$ cat src/rtl/pong_engine_v2.sv
// Pong game core: steps the ball and paddle on step_en, scores left-wall rallies, start/end handshakes.
// Optional macro PONG_SERVE_RAND_EN: serve directions drawn from a free-running 8-bit LFSR.
module pong_engine_v2 #(
   parameter int COORD_W    = 8,
   parameter int BOARD_W    = 40,
   parameter int BOARD_H    = 16,
   parameter int VEL_X      = 1,
   parameter int VEL_Y      = 1,
   parameter int PADDLE_LEN = 2,
   parameter int PADDLE_VEL = 1,
   parameter int CNT_W      = 8
) (
   input  logic               clk,
   input  logic               reset,
   input  logic               game_start_valid,
   output logic               game_start_ready,
   input  logic               game_end_valid,
   output logic               game_end_ready,
   input  logic               step_en,
   input  logic [1:0]         paddle_control,
   output logic               result_valid,
   output logic               game_result,
   output logic [COORD_W-1:0] ball_x,
   output logic [COORD_W-1:0] ball_y,
   output logic [COORD_W-1:0] paddle_pos,
   output logic               ball_dir_x,
   output logic               ball_dir_y,
   output logic [CNT_W-1:0]   win_counter,
   output logic [CNT_W-1:0]   lose_counter
);

   typedef enum logic [1:0] {
      ST_WAIT   = 2'd0,
      ST_RUN    = 2'd1,
      ST_RESULT = 2'd2
   } state_t;

   localparam int W1 = COORD_W + 1;
   localparam logic [W1-1:0]      BW_C        = W1'(BOARD_W);
   localparam logic [W1-1:0]      BH_C        = W1'(BOARD_H);
   localparam logic [W1-1:0]      VX_C        = W1'(VEL_X);
   localparam logic [W1-1:0]      VY_C        = W1'(VEL_Y);
   localparam logic [W1-1:0]      PL_C        = W1'(PADDLE_LEN);
   localparam logic [W1-1:0]      PV_C        = W1'(PADDLE_VEL);
   localparam logic [W1-1:0]      X_RIGHT_K_C = W1'(2 * BOARD_W - VEL_X);
   localparam logic [W1-1:0]      Y_TOP_K_C   = W1'(2 * BOARD_H - VEL_Y);
   localparam logic [COORD_W-1:0] X_CTR_C     = COORD_W'(BOARD_W / 2);
   localparam logic [COORD_W-1:0] Y_CTR_C     = COORD_W'(BOARD_H / 2);
   localparam logic [COORD_W-1:0] PAD_RST_C   = COORD_W'(BOARD_H / 2 + PADDLE_LEN / 2);
   localparam logic [CNT_W-1:0]   CNT_MAX_C   = {CNT_W{1'b1}};
   localparam logic [CNT_W-1:0]   CNT_ZERO_C  = {CNT_W{1'b0}};
   localparam logic [CNT_W-1:0]   CNT_ONE_C   = {{(CNT_W-1){1'b0}}, 1'b1};

   function automatic logic [CNT_W-1:0] sat_inc(input logic [CNT_W-1:0] v);
      return (v == CNT_MAX_C) ? v : v + CNT_ONE_C;
   endfunction

   state_t             state_r, state_s;
   logic [COORD_W-1:0] ball_x_r, ball_x_s, ball_y_r, ball_y_s, paddle_r, paddle_s;
   logic               dir_x_r, dir_x_s, dir_y_r, dir_y_s;
   logic [CNT_W-1:0]   win_r, win_s, lose_r, lose_s;
   logic               result_valid_r, result_valid_s, game_result_r, game_result_s;
   logic               serve_dx_s, serve_dy_s;

   // Widened copies so every intermediate sum or difference has headroom.
   logic [W1-1:0]      x_w_s, y_w_s, p_w_s, x_inc_s, y_inc_s, p_inc_s;
   logic               x_over_s, y_top_s, y_bot_s, rally_s, hit_s;
   logic [COORD_W-1:0] x_right_s, x_left_s, x_hit_s, y_up_s, y_dn_s, p_up_s, p_dn_s;

   assign x_w_s     = {1'b0, ball_x_r};
   assign y_w_s     = {1'b0, ball_y_r};
   assign p_w_s     = {1'b0, paddle_r};
   assign x_inc_s   = x_w_s + VX_C;
   assign y_inc_s   = y_w_s + VY_C;
   assign p_inc_s   = p_w_s + PV_C;
   assign x_over_s  = (x_inc_s > BW_C);
   assign y_top_s   = (y_inc_s > BH_C);
   assign y_bot_s   = (y_w_s < VY_C);
   assign rally_s   = dir_x_r && (x_w_s < VX_C);
   assign hit_s     = ((y_w_s + PL_C) >= p_w_s) && (y_w_s <= p_w_s);
   assign x_right_s = x_over_s ? COORD_W'(X_RIGHT_K_C - x_w_s) : COORD_W'(x_inc_s);
   assign x_left_s  = COORD_W'(x_w_s - VX_C);
   assign x_hit_s   = COORD_W'(VX_C - x_w_s);
   assign y_up_s    = y_top_s ? COORD_W'(Y_TOP_K_C - y_w_s) : COORD_W'(y_inc_s);
   assign y_dn_s    = y_bot_s ? COORD_W'(VY_C - y_w_s) : COORD_W'(y_w_s - VY_C);
   assign p_up_s    = (p_inc_s > BH_C) ? COORD_W'(BH_C) : COORD_W'(p_inc_s);
   assign p_dn_s    = (p_w_s < (PL_C + PV_C)) ? COORD_W'(PL_C) : COORD_W'(p_w_s - PV_C);

`ifdef PONG_SERVE_RAND_EN
   logic [7:0] lfsr_r;

   // Free-running Fibonacci LFSR, sampled at serve for the initial directions.
   always_ff @(posedge clk) begin
      if (reset) begin
         lfsr_r <= 8'hA5;
      end else begin
         lfsr_r <= {lfsr_r[6:0], lfsr_r[7] ^ lfsr_r[5] ^ lfsr_r[4] ^ lfsr_r[3]};
      end
   end

   assign serve_dx_s = lfsr_r[1];
   assign serve_dy_s = lfsr_r[0];
`else
   assign serve_dx_s = 1'b0;
   assign serve_dy_s = 1'b0;
`endif

   // Next-state and next-value logic for the game FSM and its datapath.
   always_comb begin
      state_s        = state_r;
      ball_x_s       = ball_x_r;
      ball_y_s       = ball_y_r;
      paddle_s       = paddle_r;
      dir_x_s        = dir_x_r;
      dir_y_s        = dir_y_r;
      win_s          = win_r;
      lose_s         = lose_r;
      result_valid_s = 1'b0;
      game_result_s  = game_result_r;
      case (state_r)
         ST_WAIT: begin
            if (game_start_valid) begin
               state_s  = ST_RUN;
               ball_x_s = X_CTR_C;
               ball_y_s = Y_CTR_C;
               paddle_s = PAD_RST_C;
               dir_x_s  = serve_dx_s;
               dir_y_s  = serve_dy_s;
               win_s    = CNT_ZERO_C;
               lose_s   = CNT_ZERO_C;
            end else begin
               state_s = ST_WAIT;
            end
         end
         ST_RUN: begin
            if (game_end_valid) begin
               state_s = ST_WAIT;
            end else if (step_en && rally_s && !hit_s) begin
               state_s        = ST_RESULT;
               lose_s         = sat_inc(lose_r);
               result_valid_s = 1'b1;
               game_result_s  = 1'b0;
            end else if (step_en) begin
               if (!dir_x_r) begin
                  ball_x_s = x_right_s;
                  dir_x_s  = x_over_s;
               end else if (rally_s) begin
                  ball_x_s       = x_hit_s;
                  dir_x_s        = 1'b0;
                  win_s          = sat_inc(win_r);
                  result_valid_s = 1'b1;
                  game_result_s  = 1'b1;
               end else begin
                  ball_x_s = x_left_s;
               end
               if (dir_y_r) begin
                  ball_y_s = y_up_s;
                  dir_y_s  = !y_top_s;
               end else begin
                  ball_y_s = y_dn_s;
                  dir_y_s  = y_bot_s;
               end
               case (paddle_control)
                  2'b10:   paddle_s = p_up_s;
                  2'b01:   paddle_s = p_dn_s;
                  default: paddle_s = paddle_r;
               endcase
            end else begin
               state_s = ST_RUN;
            end
         end
         ST_RESULT: begin
            if (game_end_valid) begin
               state_s = ST_WAIT;
            end else if (game_start_valid) begin
               state_s  = ST_RUN;
               ball_x_s = X_CTR_C;
               ball_y_s = Y_CTR_C;
               paddle_s = PAD_RST_C;
               dir_x_s  = serve_dx_s;
               dir_y_s  = serve_dy_s;
            end else begin
               state_s = ST_RESULT;
            end
         end
         default: begin
            state_s = ST_WAIT;
         end
      endcase
   end

   // State and datapath registers.
   always_ff @(posedge clk) begin
      if (reset) begin
         state_r        <= ST_WAIT;
         ball_x_r       <= X_CTR_C;
         ball_y_r       <= Y_CTR_C;
         paddle_r       <= PAD_RST_C;
         dir_x_r        <= 1'b0;
         dir_y_r        <= 1'b0;
         win_r          <= CNT_ZERO_C;
         lose_r         <= CNT_ZERO_C;
         result_valid_r <= 1'b0;
         game_result_r  <= 1'b0;
      end else begin
         state_r        <= state_s;
         ball_x_r       <= ball_x_s;
         ball_y_r       <= ball_y_s;
         paddle_r       <= paddle_s;
         dir_x_r        <= dir_x_s;
         dir_y_r        <= dir_y_s;
         win_r          <= win_s;
         lose_r         <= lose_s;
         result_valid_r <= result_valid_s;
         game_result_r  <= game_result_s;
      end
   end

   assign game_start_ready = (state_r == ST_WAIT) || (state_r == ST_RESULT);
   assign game_end_ready   = (state_r == ST_RUN) || (state_r == ST_RESULT);
   assign result_valid     = result_valid_r;
   assign game_result      = game_result_r;
   assign ball_x           = ball_x_r;
   assign ball_y           = ball_y_r;
   assign paddle_pos       = paddle_r;
   assign ball_dir_x       = dir_x_r;
   assign ball_dir_y       = dir_y_r;
   assign win_counter      = win_r;
   assign lose_counter     = lose_r;

endmodule

$ cat config.mk
export PLATFORM = sky130hd
export DESIGN_NAME = pong_engine_v2
export DESIGN_NICKNAME = d
export VERILOG_FILES = /design/src/rtl/pong_engine_v2.sv
export SDC_FILE = /design/constraint.sdc
export NUM_CORES = 1
export LEC_CHECK = 0
export BUFFER_PORTS_ARGS = -buffer_cell sky130_fd_sc_hd__buf_2
export CELL_PAD_IN_SITES_DETAIL_PLACEMENT = 1
export CELL_PAD_IN_SITES_GLOBAL_PLACEMENT = 1
export CORE_UTILIZATION = 45
export DETAILED_ROUTE_END_ITERATION = 8
export PLACE_DENSITY_LB_ADDON = 0.1
export REMOVE_ABC_BUFFERS = 1
export SYNTH_ARGS = -nofsm -noshare
export SYNTH_HDL_FRONTEND = slang
export SYNTH_SLANG_ARGS = --single-unit
$ cat constraint.sdc
create_clock -name clk -period 6 [get_ports clk]
set_input_delay 0.9 -clock clk [delete_from_list [all_inputs] [get_ports clk]]
set_output_delay 0.9 -clock clk [all_outputs]
set_load 0.02 [all_outputs]
==> results of run 1 <==
## worst register-to-register path, delay by kind of cell, from the launching register on
| kind | cells | cell delay, ns |
|---|---|---|
| AOI/OAI and AO/OA | 4 | 1.85 |
| xor gates and xnor gates | 1 | 0.18 |
| adders and majority gates | 2 | 0.65 |
| DFF | 1 | 0.64 |
| and+or+nand+nor | 3 | 0.46 |
## metal layers
layer / vias up / global-route usage [%] / wire length, µm
met1: 2067 / 35.3 / 5790
met4: 0 / 6.79 / 149
met5: - / 0 / 0
li1: 2032 / - / -
met2: 82 / 45.8 / 6010
met3: 13 / 3.24 / 389
## flip-flops by register name, summed over array words and instances (netlist names)
name,flops
state_r,2
ball_x,8
paddle_pos,8
game_result,1
ball_y,8
win_counter,8
ball_dir_x,1
lose_counter,8
result_valid,1
ball_dir_y,1
## worst max path at each step
stage / from / end / slack (ns) / cells past startpoint
4_1_cts: ball_y[2] / ball_x[4] / 2.14 / 10
3_3_place_gp: ball_y[5] / ball_x[4] / 2.31 / 10
2_1_floorplan: ball_y[5] / ball_x[4] / 2.63 / 10
6_report: ball_y[5] / ball_x[4] / 2.13 / 10
3_5_place_dp: ball_y[5] / ball_x[4] / 2.18 / 10
5_1_grt: ball_y[2] / ball_x[4] / 1.75 / 10
## cells in the mapped netlist (4+ instances only)
master	n	area, µm²
o32ai_1	6	52.6
clkbuf_1	15	56.3
dfxtp_1	46	921
o21bai_1	5	37.5
a21o_1	7	52.6
or2_2	5	31.3
nand4_1	18	113
and2_1	4	25.0
nand2_1	42	158
nor2_1	44	165
o21ai_0	24	120
a211oi_1	7	52.6
inv_1	26	97.6
xor2_1	8	70.1
xnor2_1	17	149
nor3_1	18	90.1
nand3_1	27	135
buf_2	5	25.0
nand3b_1	4	30.0
nand2b_1	7	43.8
a31o_2	4	35.0
or3_1	6	37.5
a31oi_1	12	75.1
o31ai_1	4	30.0
a21oi_1	37	185
mux2i_1	8	80.1
nor2b_1	4	25.0
ha_1	38	475
and3_1	7	43.8
## cells by family (layout without fill, tap and decap cells)
kind of cell / after synthesis / in the layout
AO/OA/AOI/OAI: 142 / 142
XOR/XNOR: 25 / 25
adder cells (fa/ha/maj): 38 / 38
buffers and inverters: 53 / 91
flip-flops: 46 / 46
multiplexers: 11 / 11
AND/OR/NAND/NOR: 212 / 212
## layout make-up
cell class | count | share of cell area (%)
clock buffers | 5 | 1.53
clock inverters | 3 | 0.558
inverters | 29 | 2.43
multi-input cells | 428 | 65.8
flip-flops and latches | 46 | 20.5
well taps | 108 | 3.01
repair buffers | 54 | 6.14
## stage by stage
| step | utilization, % | total power, mW | std cells |
|---|---|---|---|
| floorplan | - | 0.477 | 503 |
| CTS | 51.2 | 0.754 | 673 |
| global route | 51.2 | 0.787 | 673 |
| finish | 51.2 | 0.750 | 673 |
| detailed placement | 50.1 | 0.540 | 665 |
| global placement | 50.1 | 0.533 | 665 |
## power breakdown
group          internal, mW  switching, mW
logic                0.0746          0.128
clock network        0.0846          0.130
registers             0.312         0.0205
total                 0.471          0.279
==> results by group, run 1 <==
Global route
  • First-pass GRT wire length: about 21000 µm
  • Vias in the first global route: approximately 4200
  • Gr ovfl total: 0
  • GRT Total Usage: 26.6%
  • Largest net degree at the start of global routing: 31
  • Initial antenna violation count: 0

Floorplanning
  • Top-Level Pins: 53
  • Initial Utilization: a little under half
  • Die Wd: 97.4 µm
  • Height of the die: 97.4 µm
  • Std-Cell Rows: 34
  • Die Area: 0.00949 mm²
  • Core area: ~0.009 mm²

Setup path
  • Most used cell, CP: ha_1
  • R2R Setup Slk: 2.13 ns
  • CP delay by family, top: compound AO/OA/AOI/OAI gates
  • Startpoint type of the worst setup path: flop
  • Required time of the critical path: 6.21 ns
  • R2R Path Start: ball_y[5]
  • Worst EP arrival: 4.08 ns
  • Max stage delay on crit path: 0.88 ns
  • Worst Path Max Fanout: 18
  • Crit end category: flop
  • CP Cell Sequence: ha_1 -> nand4_1 -> xnor2_1 -> ha_1 -> and3_1 -> a221oi_1 -> a22oi_4 -> o21ai_1 -> nor2_1 -> o32a_1
  • CP Buf/Inv Count: 0
  • R2R depth: 10
  • Crit path kind: reg -> reg
  • CP max stage cell: o21ai_1
  • Reg2reg end: ball_x[4]

Clocking
  • CTS Buf Count: 5
  • Cts hold-fix bufs: 0
  • Worst-path clk slew: 0.10 ns
  • TritonCTS clock tree: yes
  • Postcts setup bufs: 0
  • CTS max path bufs: 2
  • CTS root buffer: clkbuf_8
  • CTS Sinks: between 40 and 50
  • Worst skew pair latency: 0.31 ns
  • H-tree Lvls: 2
  • Cts repair resizes: 0

Synth
  • Synth Area in Compound Gates: about a quarter
  • Ys Warns: 0
  • Seq/Total Area, Yosys: 22.5%
  • XOR/XNOR Fraction of Synth Area: 5.35%
  • Synth Flop Type: dfxtp_1
  • Post-synthesis mux area share: 2.78%
  • EDFF count, synth: 0
  • Yosys cell types: between 70 and 80
  • Cell Area, Synth: 0.00410 mm²
  • Synth async-reset ratio: 0%
  • Mapped Cells: 527
  • Post-synthesis adder-cell area fraction: roughly 12%
  • Simple-gate portion of the synthesized area: 28.5%
  • Seq cells post-synth: 46
  • Largest family of logic cells by synthesized area: simple AND/OR/NAND/NOR gates
  • Synth Area per Inst: 7.77 µm²

Flow run
  • MaxCap Viol Count: 0

Layout
  • Most common cell after layout, fill and taps aside: buf_2
  • Count of inserted antenna diode cells: 0
  • Fillers: 1116
  • Share of layout cells above drive strength 1: 15.8%
  • Area growth syn-to-layout: 9.50%
  • Area of the multi-input gates: 0.00295 mm²
  • Final Cell Area: 0.00448 mm²
  • Most frequent cells in the layout: 52 x buf_2, 46 x dfxtp_1, 44 x nor2_1
  • FF/Latch Area: 921 µm²
  • Final net count: 609

STA
  • Fin. Hold Viols: 0
  • Worst-margin pin slew: 1.04 ns
  • Final setup margin: 2.13 ns
  • Clock skew: 0.00537 ns
  • Max_slew headroom: 30.1%
  • RSZ-0062 raised after global routing: no
  • Setup TNS: 0 ns
  • Max Fclk: 259 MHz
  • Slew Limit Fails: 0
  • Tmin final: 3.87 ns
  • Setup-failing EPs final: 0
  • Hold_ws: 0.510 ns
  • Final period util: 64.5%

Drt
  • DRT Pass-1 Iters: 4
  • Via-to-Cell Ratio: slightly above 6
  • Routed wire length: about 12000 µm
  • Antenna-violating nets left: 0
  • DR vias: 4194
  • DRC violation count after routing: 0
  • 1st-iter DRT viols: approximately 130
  • DR WL/cell: 18.3 µm

Place
  • Cell Area, Placed: 0.00439 mm²
  • Port bufs: 52
  • Dpl hpwl: 9170 µm
  • Routability cong.: 0.841
  • Post-place setup slack: 2.18 ns

Min path
  • Hold Path Class: reg -> reg
  • Worst hold stages: 2
  • Worst Hold End: lose_counter[6]
  • Min-delay src: lose_counter[6]

Outcome
  • Status: finished, final reports clean

Power
  • P per Cell Area: 167 mW/mm²
  • Leak pwr: ~1.8 nW
  • Maximum VDD drop: about 0.085 mV
No activity file was read; power rests on OpenSTA's default activity.
==> run 2, diff against run 1 <==
- CORE_UTILIZATION: 45 -> 44
- clock period: 6 -> 3.8 ns (I/O delays scaled with it)
==> results by group, run 2 (same netlist as run 1, synthesis figures left out) <==
Outcome
  • Status: finished, final reports clean

Floorplanning
  • Std-Cell Rows: 34 (unchanged)
  • Die Area: 0.00970 mm² (+2.2%)
  • Height of the die: 98.5 µm (+1.1%)
  • Top-Level Pins: 53 (unchanged)
  • Die Wd: 98.5 µm (+1.1%)
  • Initial Utilization: 46.3% (-0.45 points)
  • Core area: 0.00885 mm² (+0.97%)

Power
  • Comb power frac: 27.1% (about the same)
  • P per Cell Area: 273 mW/mm² (+63%)
  • Psw: 0.432 mW (+55%)
  • Clock share of power: 31.4% (+2.8 points)
  • Internal power: 0.818 mW (+74%)
  • Seq pwr share: 41.5% (-2.8 points)
  • Leak pwr: 1.87 nW (+3.5%)
  • Sw frac: 34.6% (-2.6 points)
  • Maximum VDD drop: 0.205 mV (+140%)

Layout
  • Most common cell after layout, fill and taps aside: buf_2
  • Area growth syn-to-layout: 11.8%
  • Fillers: 1178 (+5.6%)
  • Count of inserted antenna diode cells: 0 (unchanged)
  • Share of layout cells above drive strength 1: 17.4% (+1.6 points)
  • Final core occ: 51.8% (+0.58 points)
  • Final Non-Filler Cells: 683 (+1.5%)
  • Final net count: 619 (+1.6%)
  • Most frequent cells in the layout: 52 x buf_2, 45 x dfxtp_1, 44 x nor2_1

Clocking
  • Postcts setup bufs: 0 (unchanged)
  • H-tree Lvls: 2 (unchanged)
  • TritonCTS clock tree: yes
  • CTS Sinks: 46 (unchanged)
  • Worst skew pair latency: 0.30 ns (about the same)
  • CTS Buf Count: 5 (unchanged)
  • CTS max path bufs: 2 (unchanged)
  • Worst-path clk slew: 0.11 ns (about the same)
  • CTS root buffer: clkbuf_8

STA
  • Max_slew headroom: 63.1% (+33 points)
  • Final period util: 88.9% (+24 points)
  • Slew Limit Fails: 0 (unchanged)
  • Setup-failing EPs final: 0 (unchanged)
  • Final setup margin: 0.420 ns (-1.71 ns)
  • Max Fclk: 296 MHz (+14%)
  • Tmin final: 3.38 ns (-0.488 ns)
  • Worst-margin pin slew: 0.551 ns (-0.490 ns)
  • RSZ-0062 raised after global routing: no
  • Clock skew: 0.0106 ns (+0.00518 ns)
  • Setup TNS: 0 ns (unchanged)
  • Fin. Hold Viols: 0 (unchanged)

Drt
  • DR vias: 4188 (-0.14%)
  • Via-to-Cell Ratio: 6.13 (-1.6%)
  • DRT Pass-1 Iters: 6 (+2)
  • Antenna-violating nets left: 0 (unchanged)
  • Routed wire length: 12400 µm (+0.87%)
  • 1st-iter DRT viols: 117 (-12%)
  • DRC violation count after routing: 0 (unchanged)
  • DR WL/cell: 18.2 µm (-0.61%)

Global route
  • Largest net degree at the start of global routing: 30 (-3.2%)
  • First-pass GRT wire length: 20600 µm (-1.5%)
  • GRT Total Usage: 25.9% (-0.74 points)
  • Initial antenna violation count: 0 (unchanged)
  • Vias in the first global route: 4230 (+1.5%)
  • Gr ovfl total: 0 (unchanged)

Setup path
  • Required time of the critical path: 4.05 ns (-2.16 ns)
  • Crit end category: flop
  • Crit path kind: reg -> reg
  • Worst EP arrival: 3.63 ns (-0.45 ns)
  • Startpoint type of the worst setup path: flop
  • Worst Path Max Fanout: 18 (unchanged)

Place
  • Port bufs: 52 (unchanged)
  • Post-Place Cells: 675 (+1.5%)
  • Dpl hpwl: 9290 µm (+1.3%)
  • Routability cong.: 0.854 (+1.6%)
  • Post-place setup slack: 0.318 ns (-1.86 ns)

Flow run
  • MaxCap Viol Count: 0 (unchanged)

Min path
  • Hold Path Class: reg -> reg
[run 2: critical path, cell delays in order (launching register included)]
cell	delay, ns
dfxtp_1	0.63
nand2_1	0.21
nor2_1	0.18
xnor2_1	0.14
ha_1	0.26
a21o_1	0.19
a221oi_1	0.41
a22oi_4	0.26
or3_1	0.53
or3_1	0.38
a21oi_1	0.14
[run 2: layout make-up]
class                      count  area [µm²]  share of cell area, %
multi-input combinational    428        2950                   64.4
sequential                    46         922                   20.1
timing repair buffer          64         350                   7.65
tap                          108         135                   2.95
inverter                      29         109                   2.38
clock buffer                   5        68.8                   1.50
clock inverter                 3        43.8                  0.956
[run 2: path summary, 6_finish.rpt]
path	start	endpoint	slack [ns]	depth (start not counted)
min reg2reg	game_result	game_result	0.50	2
min	game_result	game_result	0.50	2
max	ball_y[4]	lose_counter[4]	0.42	10
max reg2reg	ball_y[4]	lose_counter[4]	0.42	10
[run 2: what timing repair did]
action | CTS | global route
hold buffers | 0 | 0
gates resized for setup | 0 | 1
setup endpoints to repair | 0 | 1
[run 2: power by group through the flow]
stage,clock (mW),combinational [mW],sequential [mW]
CTS,0.401,0.338,0.519
global placement,0,0.326,0.529
global route,0.421,0.368,0.522
floorplan,0,0.214,0.539
finish,0.392,0.339,0.519
detailed placement,0,0.336,0.530
[run 2: layer usage]
layer	wire length, µm	global-route usage [%]	share of wire [%]
met1	5890	33.3	47
met5	0	0	0
met3	425	3.48	3.4
met2	6020	46.4	48
met4	106	5.05	0.85
[run 2: metrics by stage]
| stage | instance area [µm²] | hold WS (ns) | power (mW) |
|---|---|---|---|
| 2_1_floorplan | 3980 | 0.505 | 0.753 |
| 4_1_cts | 4580 | 0.508 | 1.26 |
| 3_3_place_gp | 4470 | 0.482 | 0.855 |
| 6_report | 4580 | 0.501 | 1.25 |
| 5_1_grt | 4580 | 0.543 | 1.31 |
| 3_5_place_dp | 4470 | 0.485 | 0.866 |
